--- config.mk ---
export PLATFORM = sky130hd
export DESIGN_NAME = imem_boot_loader
export DESIGN_NICKNAME = d
export VERILOG_FILES = /design/src/rtl/imem_boot_loader_pkg.sv /design/src/rtl/imem_word_packer.sv /design/src/rtl/imem_boot_loader.sv
export SDC_FILE = /design/constraint.sdc
export NUM_CORES = 1
export LEC_CHECK = 0
export ABC_AREA = 1
export CORE_MARGIN = 3
export CORE_UTILIZATION = 41
export CTS_CLUSTER_SIZE = 40
export DETAILED_ROUTE_END_ITERATION = 12
export PLACE_DENSITY = 0.65
export SLEW_MARGIN = 40
export SYNTH_ARGS = -nofsm -noshare
export SYNTH_HDL_FRONTEND = slang
export SYNTH_SLANG_ARGS = --single-unit
--- constraint.sdc ---
create_clock -name clk -period 1.42 [get_ports clk]
set_input_delay 0.142 -clock clk [delete_from_list [all_inputs] [get_ports clk]]
set_output_delay 0.142 -clock clk [all_outputs]
set_load 0.05 [all_outputs]
--- src/rtl/imem_boot_loader_pkg.sv ---
// imem_boot_loader_pkg: shared state encoding, frame-length width and state decode helpers
//   S_IDLE..S_ERROR : loader FSM states
//   LEN_W           : width of the big-endian word-count field at the head of a frame
package imem_boot_loader_pkg;

    localparam int LEN_W = 16;

    typedef enum logic [2:0] {
        S_IDLE,
        S_LEN_HI,
        S_LEN_LO,
        S_DATA,
        S_WR,
        S_CSUM,
        S_RUN,
        S_ERROR
    } state_t;

    // States in which a byte may be taken from the stream.
    function automatic logic accepts_byte(state_t s);
        return s inside {S_LEN_HI, S_LEN_LO, S_DATA, S_CSUM};
    endfunction

    // States that belong to an open load session.
    function automatic logic in_session(state_t s);
        return accepts_byte(s) || s == S_WR;
    endfunction

    // States from which start opens a new session.
    function automatic logic can_start(state_t s);
        return s inside {S_IDLE, S_RUN, S_ERROR};
    endfunction

endpackage

--- src/rtl/imem_word_packer.sv ---
// imem_word_packer: big-endian byte-to-word shift register with a word-complete pulse
//   clk, rst : clock, asynchronous active-low reset
//   clr      : restart at byte 0 of a word
//   en       : accept data this cycle
//   data     : incoming byte
//   word     : assembled word including the current byte (valid when done=1)
//   done     : this byte completes a 4-byte word
module imem_word_packer (
    input  logic        clk,
    input  logic        rst,
    input  logic        clr,
    input  logic        en,
    input  logic [7:0]  data,
    output logic [31:0] word,
    output logic        done
);

    logic [23:0] sh;
    logic [1:0]  idx;

    always_ff @(posedge clk or negedge rst) begin
        if (!rst) begin
            sh  <= '0;
            idx <= '0;
        end else if (clr) begin
            sh  <= '0;
            idx <= '0;
        end else if (en) begin
            sh  <= {sh[15:0], data};
            idx <= idx + 2'd1;
        end
    end

    // The fourth byte is combined directly so the word is ready on the same edge.
    assign word = {sh, data};
    assign done = en && idx == 2'd3;

endmodule

--- src/rtl/imem_boot_loader.sv ---
// imem_boot_loader: byte-stream loader that fills instruction memory, verifies an XOR checksum, then releases the CPU
//   clk, rst       : clock, asynchronous active-low reset
//   start          : open a load session (from idle, run or error)
//   rx_data/valid  : incoming byte stream; rx_ready accepts a byte
//   im_we/addr/wdata : instruction-memory write port, one strobe per word
//   words_loaded   : words written in the current session
//   busy           : session in progress
//   cpu_run        : load verified, CPU released
//   error          : sticky session failure
module imem_boot_loader
    import imem_boot_loader_pkg::*;
#(
    parameter int ADDR_W = 8
) (
    input  logic              clk,
    input  logic              rst,
    input  logic              start,
    input  logic [7:0]        rx_data,
    input  logic              rx_valid,
    output logic              rx_ready,
    output logic              im_we,
    output logic [ADDR_W-1:0] im_addr,
    output logic [31:0]       im_wdata,
    output logic [ADDR_W:0]   words_loaded,
    output logic              busy,
    output logic              cpu_run,
    output logic              error
);

    state_t           state, state_nxt;
    logic [LEN_W-1:0] len;
    logic [LEN_W-1:0] n_rx;
    logic [7:0]       csum;
    logic             xfer;
    logic             session_start;
    logic             pack_en;
    logic             pack_done;
    logic [31:0]      pack_word;
    logic             all_written;

    assign xfer          = rx_valid && rx_ready;
    assign session_start = start && can_start(state);
    assign pack_en       = xfer && state == S_DATA;
    assign n_rx          = {len[LEN_W-1:8], rx_data};
    assign all_written   = LEN_W'(words_loaded) == len;

    imem_word_packer u_packer (
        .clk  (clk),
        .rst  (rst),
        .clr  (session_start),
        .en   (pack_en),
        .data (rx_data),
        .word (pack_word),
        .done (pack_done)
    );

    always_ff @(posedge clk or negedge rst) begin
        if (!rst) state <= S_IDLE;
        else      state <= state_nxt;
    end

    always_comb begin
        state_nxt = state;
        case (state)
            S_IDLE, S_RUN, S_ERROR: state_nxt = start ? S_LEN_HI : state;
            S_LEN_HI:               state_nxt = xfer ? S_LEN_LO : state;
            S_LEN_LO:               state_nxt = !xfer                       ? state :
                                                n_rx == '0                  ? S_CSUM :
                                                n_rx > LEN_W'(2 ** ADDR_W)  ? S_ERROR : S_DATA;
            S_DATA:                 state_nxt = pack_done ? S_WR : state;
            // words_loaded already counts the word being written here
            S_WR:                   state_nxt = all_written ? S_CSUM : S_DATA;
            S_CSUM:                 state_nxt = !xfer ? state : rx_data == csum ? S_RUN : S_ERROR;
            default:                state_nxt = S_IDLE;
        endcase
    end

    // Status outputs are registered from the next state so they line up with it.
    always_ff @(posedge clk or negedge rst) begin
        if (!rst) begin
            rx_ready     <= 1'b0;
            busy         <= 1'b0;
            cpu_run      <= 1'b0;
            error        <= 1'b0;
            im_we        <= 1'b0;
            im_addr      <= '0;
            im_wdata     <= '0;
            words_loaded <= '0;
            len          <= '0;
            csum         <= '0;
        end else begin
            rx_ready <= accepts_byte(state_nxt);
            busy     <= in_session(state_nxt);
            cpu_run  <= state_nxt == S_RUN;
            error    <= state_nxt == S_ERROR;
            im_we    <= pack_done;
            if (pack_done) begin
                im_addr      <= words_loaded[ADDR_W-1:0];
                im_wdata     <= pack_word;
                words_loaded <= words_loaded + 1'b1;
            end
            if (pack_en) csum <= csum ^ rx_data;
            if (xfer && state == S_LEN_HI) len[LEN_W-1:8] <= rx_data;
            if (xfer && state == S_LEN_LO) len[7:0] <= rx_data;
            if (session_start) begin
                words_loaded <= '0;
                csum         <= '0;
                len          <= '0;
            end
        end
    end

endmodule

* After elaboration in Yosys (flattened, before gate mapping)
Index checks and enable logic that the tools add are counted.
** Word-level totals
- Register bits after elaboration :: 107
- Input bits :: 12
- Output and inout port bits :: 54
- Word-level logic and storage cells :: 72
** Cells by class
- Add/subtract/negate cells :: 2
- Magnitude comparators :: 1
- Equality and inequality tests :: 17
- Mux-type cells :: 21
- Bitwise logic cells :: 1
- Reduce and logical (&&, ||, !) cells :: 16
** Operator list (count)
- $mux W24 :: 2
- $mux W8 :: 4
- $eq A3 B3 Y1 const B :: 8
- $mux W3 :: 8
- $mux W9 :: 2
- $pmux W3 S6 :: 1
- $eq A9 B16 Y1 :: 1
- $gt A16 B9 Y1 const B :: 1
- $logic_not A16 Y1 :: 1
- $mux W16 :: 1
- $eq A3 B2 Y1 const B :: 4
- $add A9 B1 Y9 const B :: 1
- $eq A8 B8 Y1 :: 1
- $reduce_bool A2 Y1 :: 4
- $xor A8 B8 Y8 :: 1
- $eq A3 B1 Y1 const B :: 2
- $logic_and A1 B1 Y1 :: 6
- $mux W2 :: 2
- $reduce_bool A4 Y1 :: 1
- $logic_not A3 Y1 :: 1
- $reduce_bool A3 Y1 :: 1
- $reduce_or A3 Y1 :: 1
- $add A2 B1 Y2 const B :: 1
- $eq A2 B2 Y1 const B :: 1
- 2 further kinds :: 2

* Longest topological paths before layout
Gate-level depths: netlist (run 1).
- Depth after elaboration :: 8
- Depth in mapped cells :: 12
- Mapped depth without buffers :: 12

* Hierarchy
Synthesis (run 1) repeated with hierarchy kept, for this count alone.
** Second synthesis, totals
- Cell total of the unflattened synthesis :: 589
- Area total of the unflattened synthesis :: 5014.8 sq um
** By module, submodules not included
- imem_boot_loader :: instances 1, cells each 464, area each 3749.8 sq um, seq. area each 2026.9 sq um
- imem_word_packer :: instances 1, cells each 125, area each 1265.0 sq um, seq. area each 650.6 sq um

* Worst setup path before layout (run 1)
No wires, ideal clock.
- Kind :: register -> register
- Start point :: register rx_ready
- End point :: register words_loaded[7]
- Setup time :: 0.126 ns
- Arrival :: 1.685 ns
- Data required time :: 1.294 ns
- Path slack :: -0.391 ns
- Cell stages (with the launch flop) :: 10
- Buffers on the path :: 0
- Clock period less this slack :: 1.811 ns
- Cell sequence :: dfrtp_1 > nand2_1 > inv_1 > nand2_4 > nor2_8 > nand2_1 > nor3_2 > nand2_1 > o21ai_0 > a21oi_1
** Between the ends
- Word-level cells in the longest chain between the ends :: 4
** RTL lines
- from (decl) :: line imem_boot_loader.sv:20 : output logic rx_ready,
- from (signal assigned) :: line imem_boot_loader.sv:92 : rx_ready <= accepts_byte(state_nxt);
- $logic_and A1 B1 Y1 :: line imem_boot_loader.sv:41 : assign xfer = rx_valid && rx_ready;
- $logic_and A1 B1 Y1 :: line imem_boot_loader.sv:43 : assign pack_en = xfer && state == S_DATA;
- $logic_and A1 B1 Y1 :: line imem_word_packer.sv:36 : assign done = en && idx == 2'd3;
- net pack_done :: line imem_boot_loader.sv:37 : logic pack_done;
- $reduce_bool A2 Y1 (no line)
- to (signal assigned) :: line imem_boot_loader.sv:100 : words_loaded <= words_loaded + 1'b1;
- to (decl) :: line imem_boot_loader.sv:24 : output logic [ADDR_W:0] words_loaded,
The timed path passes the listed nets, and every way through them passes these cells.
A chain may end at the register's enable or synchronous reset.

* Worst setup path in the final report (run 1)
- Start point :: register state[2]
- End point :: register words_loaded[3]
** Between the ends
- Word-level cells in the longest chain between the ends :: 4
- Elaborated cells on any way between the ends :: 10
- Those cells by class :: eq/ne (3); mux (1); reduce/logical (6)
** RTL lines
- from (decl) :: line imem_boot_loader.sv:30 : state_t state, state_nxt;
- from (signal assigned) :: line imem_boot_loader.sv:59 : else state <= state_nxt;
- $eq A3 B2 Y1 :: line imem_boot_loader.sv:43
- $logic_and A1 B1 Y1 :: line imem_boot_loader.sv:43
- $logic_and A1 B1 Y1 :: line imem_word_packer.sv:36
- net pack_done :: line imem_boot_loader.sv:37
- $reduce_bool A2 Y1 (no line)
The timed path passes the listed nets, and every way through them passes these cells.

==> reports/qor.yml, run 1 <==
timing:
  hold_viol_final: 0
  fin_setup_tns_ns: -14.27
  worst_pin_slew_ns: 0.365
  slew_headroom: 0.756
  drv_slew: 0
  setup_viol: 106
  finalClockSkew_ns: 0.0124
  whs_ns: 0.210
  finalCritPeriodShare: 1.18
  layout_min_cycle_time_ns: 1.67
  clock.fmax_mhz: 599
  fin_ws_ns: -0.250
  grt_setup_unrepaired: "yes"
setup_path:
  cp_cell_sequence: "inv_2 > nand2_4 > nor2_4 > nand2_4 > nor2_8 > buf_12 > buf_12 > inv_8 > nor2_4 > o21ai_1 > nor2_1"
  crit_family: "simple AND/OR/NAND/NOR gates"
  critical_path_buf_inv_count: 4
  endpoint_kind: "flop"
  slowest_stage: "dfrtp_1"
  worstRegToRegCells: 11
  cp.depth: 11
  cp_data_arrival_time_ns: 1.94
  cp.required_ns: 1.69
  crit_type: "flop to flop"
  cp_slowest_stage_delay_ns: 0.42
  cp_max_fo: 5
  start_kind: "flop"
drt:
  vias_per_cell: 5.06
  drc: 0
  vias: 4224
  drt_iter0_markers: 248
  drtPass1Iterations: 4
  wl_per_cell_um: 15.7
  finalWirelength_mm: 13.1
  antenna_left: 0
logic_synthesis:
  synth.distinct_cells: 36
  synth_flop_cell: "dfrtp_1"
  async_reset_ff_frac: 1.00
  yosysMostFrequentCell: "nand2_1"
  synth_seq_cells: 107
  synthCells: 534
  syn_area_per_cell_um2: 8.80
  yosysWarnings: 0
  ys_seq_area_frac: 0.570
  syn-cell-area_mm2: 0.00470
  synth_common_cells: "138 x nand2_1, 107 x dfrtp_1, 66 x inv_1"
  synthTopCellsByArea: "dfrtp_1 57%, nand2_1 11%, inv_1 5.3%, o21ai_0 4.5%, o21ai_1 3.3%"
  synth.largest_area_cell: "dfrtp_1"
  syn_nets: 548
  synth_edf_count: 0
  synth_top_area_frac: 0.570
placement:
  place_ws_ns: -0.302
  port_buffers: 65
  dpl_cell_area_mm2: 0.00625
  gp_congestion: 0.921
  dp_hpwl_mm: 7.89
  dp.cells: 781
final_layout:
  stdcell_area_mm2: 0.00753
  syn2layout_area_growth_pct: 60.2
  fill_cells: 853
  multiInputGateArea_mm2: 0.00205
  final_net_count: 704
  insertedDiodeCount: 0
  final-seq-area_mm2: 0.00269
  stdcell_count: 835
  drive_above_1_share: 0.459
power_and_ir_drop:
  leakagePower_nw: 3.61
  power_density_mw_per_mm2: 1600
  peakVddDrop_mv: 1.17
min_path:
  hp-class: "input port to asynchronous set/reset pin"
grt:
  grt_max_degree: 39
  grt_pass1_vias: 4042
  overflow: 0
  grt_usage: 0.185
  antenna_found_initial: 0
  grt_pass1_wl_mm: 19.2
die:
  die_h_um: 113
  ios: 66
  design.core.area_mm2: 0.0110
  die_w_um: 113
  dieArea_mm2: 0.0128
  rows: 38
  start_util: 0.426
clock_network:
  cts_made_buffers: 9
  cts-htree-levels: 3
  clock_path_buffers: 2
  clock-sinks: 107
  clk_pin_slew_worst_paths_ns: 0.08
  tritoncts: "yes"
  clock_latency_ns: 0.36
  cts-root-buf: "clkbuf_16"
outcome:
  violations: "negative setup slack"
  status: "finished, violations left"
run:
  drv_cap: 0
logic make-up after synthesis:
kind of cell / share of synthesized area
AO/OA/AOI/OAI: 0.127
XOR/XNOR: 0.0130
adder cells (fa/ha/maj): 0.00533
flip-flops: 0.570
AND/OR/NAND/NOR: 0.195
buffers and inverters: 0.0905
layout by cell type, fill, tap and decap left out, types with 8 or more instances in the layout:
cell	netlist	layout
nand2_1	138	99
dfrtp_1	107	96
buf_4	1	86
inv_1	66	51
buf_12	0	41
o21ai_1	31	36
o21ai_2	2	33
nor2_1	37	27
nand2_2	3	25
inv_2	7	19
nand2_4	1	18
o22ai_1	17	17
nand3_1	18	14
clkbuf_16	0	14
buf_6	6	14
dfrtp_2	0	11
clkdlybuf4s50_1	0	10
nor2_4	3	9
a21oi_1	12	8
worst register-to-register path: stages, from the launching register on:
cell     delay, ns
dfrtp_1       0.42
inv_2         0.10
nand2_4       0.07
nor2_4        0.12
nand2_4       0.08
nor2_8        0.15
buf_12        0.18
buf_12        0.12
inv_8         0.05
nor2_4        0.07
o21ai_1       0.07
nor2_1        0.17
path summary, 6_finish.rpt:
kind | startpoint | endpoint | slack, ns
max in group asynchronous | rst | words_loaded[6]$_DFFE_PN0P_ | 0.69
worst max-delay path | state[2]$_DFF_PN0_ | words_loaded[3]$_DFFE_PN0P_ | -0.25
worst min register to register | im_wdata[22]$_DFFE_PN0P_ | im_wdata[22]$_DFFE_PN0P_ | 0.49
worst max register to register | state[2]$_DFF_PN0_ | words_loaded[3]$_DFFE_PN0P_ | -0.25
worst min-delay path | rst | len[5]$_DFFE_PN0P_ | 0.21
min in group clk | im_wdata[22]$_DFFE_PN0P_ | im_wdata[22]$_DFFE_PN0P_ | 0.49
layout make-up:
| cell class | count | area share |
|---|---|---|
| Timing Repair inverter | 4 | 0.00432 |
| Tap cell | 140 | 0.0233 |
| Clock inverter | 7 | 0.0128 |
| Sequential cell | 107 | 0.358 |
| Clock buffer | 9 | 0.0299 |
| Timing Repair Buffer | 162 | 0.259 |
| Multi-Input combinational cell | 331 | 0.272 |
| Inverter | 75 | 0.0416 |
what timing repair did:
item,4_1_cts,5_1_grt
hold buffers,1,0
pin swaps,22,26
resized for setup,39,140
endpoints found under the hold margin,29,0
setup buffers,11,16
cloned,2,10
endpoints found under the setup margin,100,106
registers in the layout (all words and copies together), names as in the netlist:
name / flops
im_wdata: 32
u_packer.sh: 24
len: 16
words_loaded: 9
csum: 8
im_addr: 8
state: 3
u_packer.idx: 2
busy: 1
cpu_run: 1
error: 1
im_we: 1
rx_ready: 1
power by group:
group	switching (mW)	internal (mW)	leakage (nW)
sequential	0.467	3.71	1.44
clock	1.33	1.29	0.156
combinational	2.98	2.28	2.02
through the flow:
| step | util | power [mW] |
|---|---|---|
| after detailed placement | 0.566 | 8.41 |
| after CTS | 0.613 | 11.4 |
| after floorplan | - | 6.79 |
| after global routing | 0.682 | 12.8 |
| final | 0.682 | 12.1 |
| after global placement | 0.566 | 8.27 |
metal layers:
metal / up-vias / GRT usage / wire, µm
met4: 0 / 0.0609 / 256
met5: - / 0 / 0
li1: 2030 / - / -
met2: 110 / 0.304 / 6800
met3: 19 / 0.0348 / 604
met1: 2065 / 0.250 / 5460
Note: power is estimated with default switching activity, not from simulation.
==> run 2: changes to the inputs <==
- CAP_MARGIN: not set -> 20
- RECOVER_POWER: not set -> 100
==> reports/qor.yml, run 2 (synthesis results as in run 1) <==
outcome:
  status: "finished, violations left"
  violations: "negative setup slack"
clock_network:
  cts-root-buf: "clkbuf_16"
  clock-sinks: 107
  clk_pin_slew_worst_paths_ns: 0.08
  cts_made_buffers: 9
  cts-htree-levels: 3
  clock_latency_ns: 0.36
  clock_path_buffers: 2
  tritoncts: "yes"
grt:
  overflow: 0
  grt_pass1_vias: 4042
  grt_max_degree: 39
  grt_usage: 0.185
  antenna_found_initial: 0
  grt_pass1_wl_mm: 19.2
timing:
  fin_ws_ns: -0.245
  drv_slew: 0
  grt_setup_unrepaired: "yes"
  fin_setup_tns_ns: -14.22
  whs_ns: 0.286
  worst_pin_slew_ns: 0.529
  slew_headroom: 0.647
  clock.fmax_mhz: 601
  finalClockSkew_ns: 0.0120
  finalCritPeriodShare: 1.17
  hold_viol_final: 0
  setup_viol: 106
  layout_min_cycle_time_ns: 1.66
die:
  start_util: 0.426
  die_w_um: 113
  rows: 38
  design.core.area_mm2: 0.0110
  ios: 66
  dieArea_mm2: 0.0128
  die_h_um: 113
setup_path:
  worstRegToRegCells: 11
  r2r_slack_ns: -0.24
  crit_type: "flop to flop"
  cp.required_ns: 1.69
  critPathCapture: "words_loaded[3]$_DFFE_PN0P_"
  cp_data_arrival_time_ns: 1.93
  slowest_stage: "dfrtp_1"
  start_kind: "flop"
  worstSetupStartpoint: "state[2]$_DFF_PN0_"
  cp_slowest_stage_delay_ns: 0.42
  cp_cell_sequence: "inv_2 > nand2_4 > nor2_4 > nand2_4 > nor2_8 > buf_12 > buf_12 > inv_8 > nor2_4 > o21ai_1 > nor2_1"
  cp_max_fo: 5
  r2r-start: "state[2]$_DFF_PN0_"
  r2r_end: "words_loaded[3]$_DFFE_PN0P_"
  endpoint_kind: "flop"
power_and_ir_drop:
  p_sw_frac: 0.402
  p_switching_mw: 4.72
  p_int_mw: 7.02
  seqPwrFrac: 0.352
  clock_power_share: 0.224
  peakVddDrop_mv: 1.14
  power_density_mw_per_mm2: 1660
  leakagePower_nw: 3.50
  combPwrFrac: 0.424
final_layout:
  largest-register: "im_wdata"
  final_net_count: 704
  final_cell_mix: "99 x nand2_1, 96 x dfrtp_1, 59 x buf_4"
  layout_commonest_cell: "nand2_1"
  drive_above_1_share: 0.449
  largest_reg_flops: 32
  fill_cells: 923
  top_regs: "im_wdata: 32 flops, u_packer.sh: 24 flops, len: 16 flops"
  insertedDiodeCount: 0
  syn2layout_area_growth_pct: 50.3
drt:
  wl_met2_mm: 6.83
  vias: 4225
  drtPass1Iterations: 5
  wl_per_cell_um: 15.8
  top_layer: "met4"
  wl_met3_um: 551
  drt_iter0_markers: 247
  met1_length_mm: 5.60
  drc: 0
  vias_per_cell: 5.06
  finalWirelength_mm: 13.2
  antenna_left: 0
min_path:
  hp-class: "input port to asynchronous set/reset pin"
placement:
  dp_hpwl_mm: 7.89
  gp_congestion: 0.921
  port_buffers: 65
run:
  drv_cap: 0
-- run 2: power by group through the flow --
stage               Clock [mW]  Combinational, mW  Sequential (mW)
floorplan                    0               2.38             4.40
global placement             0               4.12             4.15
detailed placement           0               4.24             4.17
CTS                       2.65               4.59             4.13
global route              2.80               5.46             4.20
finish                    2.63               4.98             4.13
-- run 2: how the worst min path moves through the flow --
stage	from	to	slack (ns)	depth (start not counted)
final	rst	len[5]$_DFFE_PN0P_	0.29	2
after floorplan	rst	busy$_DFF_PN0_	-0.15	0
after global placement	rst	cpu_run$_DFF_PN0_	0.05	1
after detailed placement	rst	busy$_DFF_PN0_	0.06	1
after CTS	rst	busy$_DFF_PN0_	0.22	2
after global routing	rst	len[5]$_DFFE_PN0P_	0.36	2
-- run 2: layer usage --
layer	vias up	track usage
met2	124	0.304
li1	2025	-
met4	0	0.0609
met5	-	0
met1	2057	0.250
met3	19	0.0348
-- run 2: layout make-up --
class                      count  area (µm²)  area share
clock buffer                   9         225      0.0319
clock inverter                 7        96.3      0.0136
inverter                      75         313      0.0443
multi-input combinational    331        2050       0.290
sequential                   107        2690       0.381
tap                          140         175      0.0248
timing repair buffer         162        1480       0.210
timing repair inverter         4        32.5     0.00461
-- run 2: timing repair --
item,in CTS,in global routing
gates cloned,2,10
resized for setup,39,140
buffers inserted,11,16
pin swaps,22,26
hold endpoints to repair,29,0
hold buffers,1,0
setup endpoints to repair,100,106
-- run 2: through the flow --
| stage | util | total power [mW] | instances | cell area (µm²) | setup slack, ns |
|---|---|---|---|---|---|
| 2_1_floorplan | - | 6.79 | 534 | 4780 | -0.114 |
| 3_3_place_gp | 0.566 | 8.27 | 781 | 6250 | -0.264 |
| 3_5_place_dp | 0.566 | 8.41 | 781 | 6250 | -0.302 |
| 4_1_cts | 0.613 | 11.4 | 810 | 6760 | -0.163 |
| 5_1_grt | 0.640 | 12.5 | 835 | 7060 | -0.316 |
| 6_report | 0.640 | 11.7 | 835 | 7060 | -0.245 |
-- run 2: worst max-delay path, delay by kind of cell, from the launching register on --
family / cells / cell delay [ns]
and+or+nand+nor: 6 / 0.64
AOI/OAI and AO/OA: 1 / 0.07
DFF: 1 / 0.42
buffers and inverters: 4 / 0.45
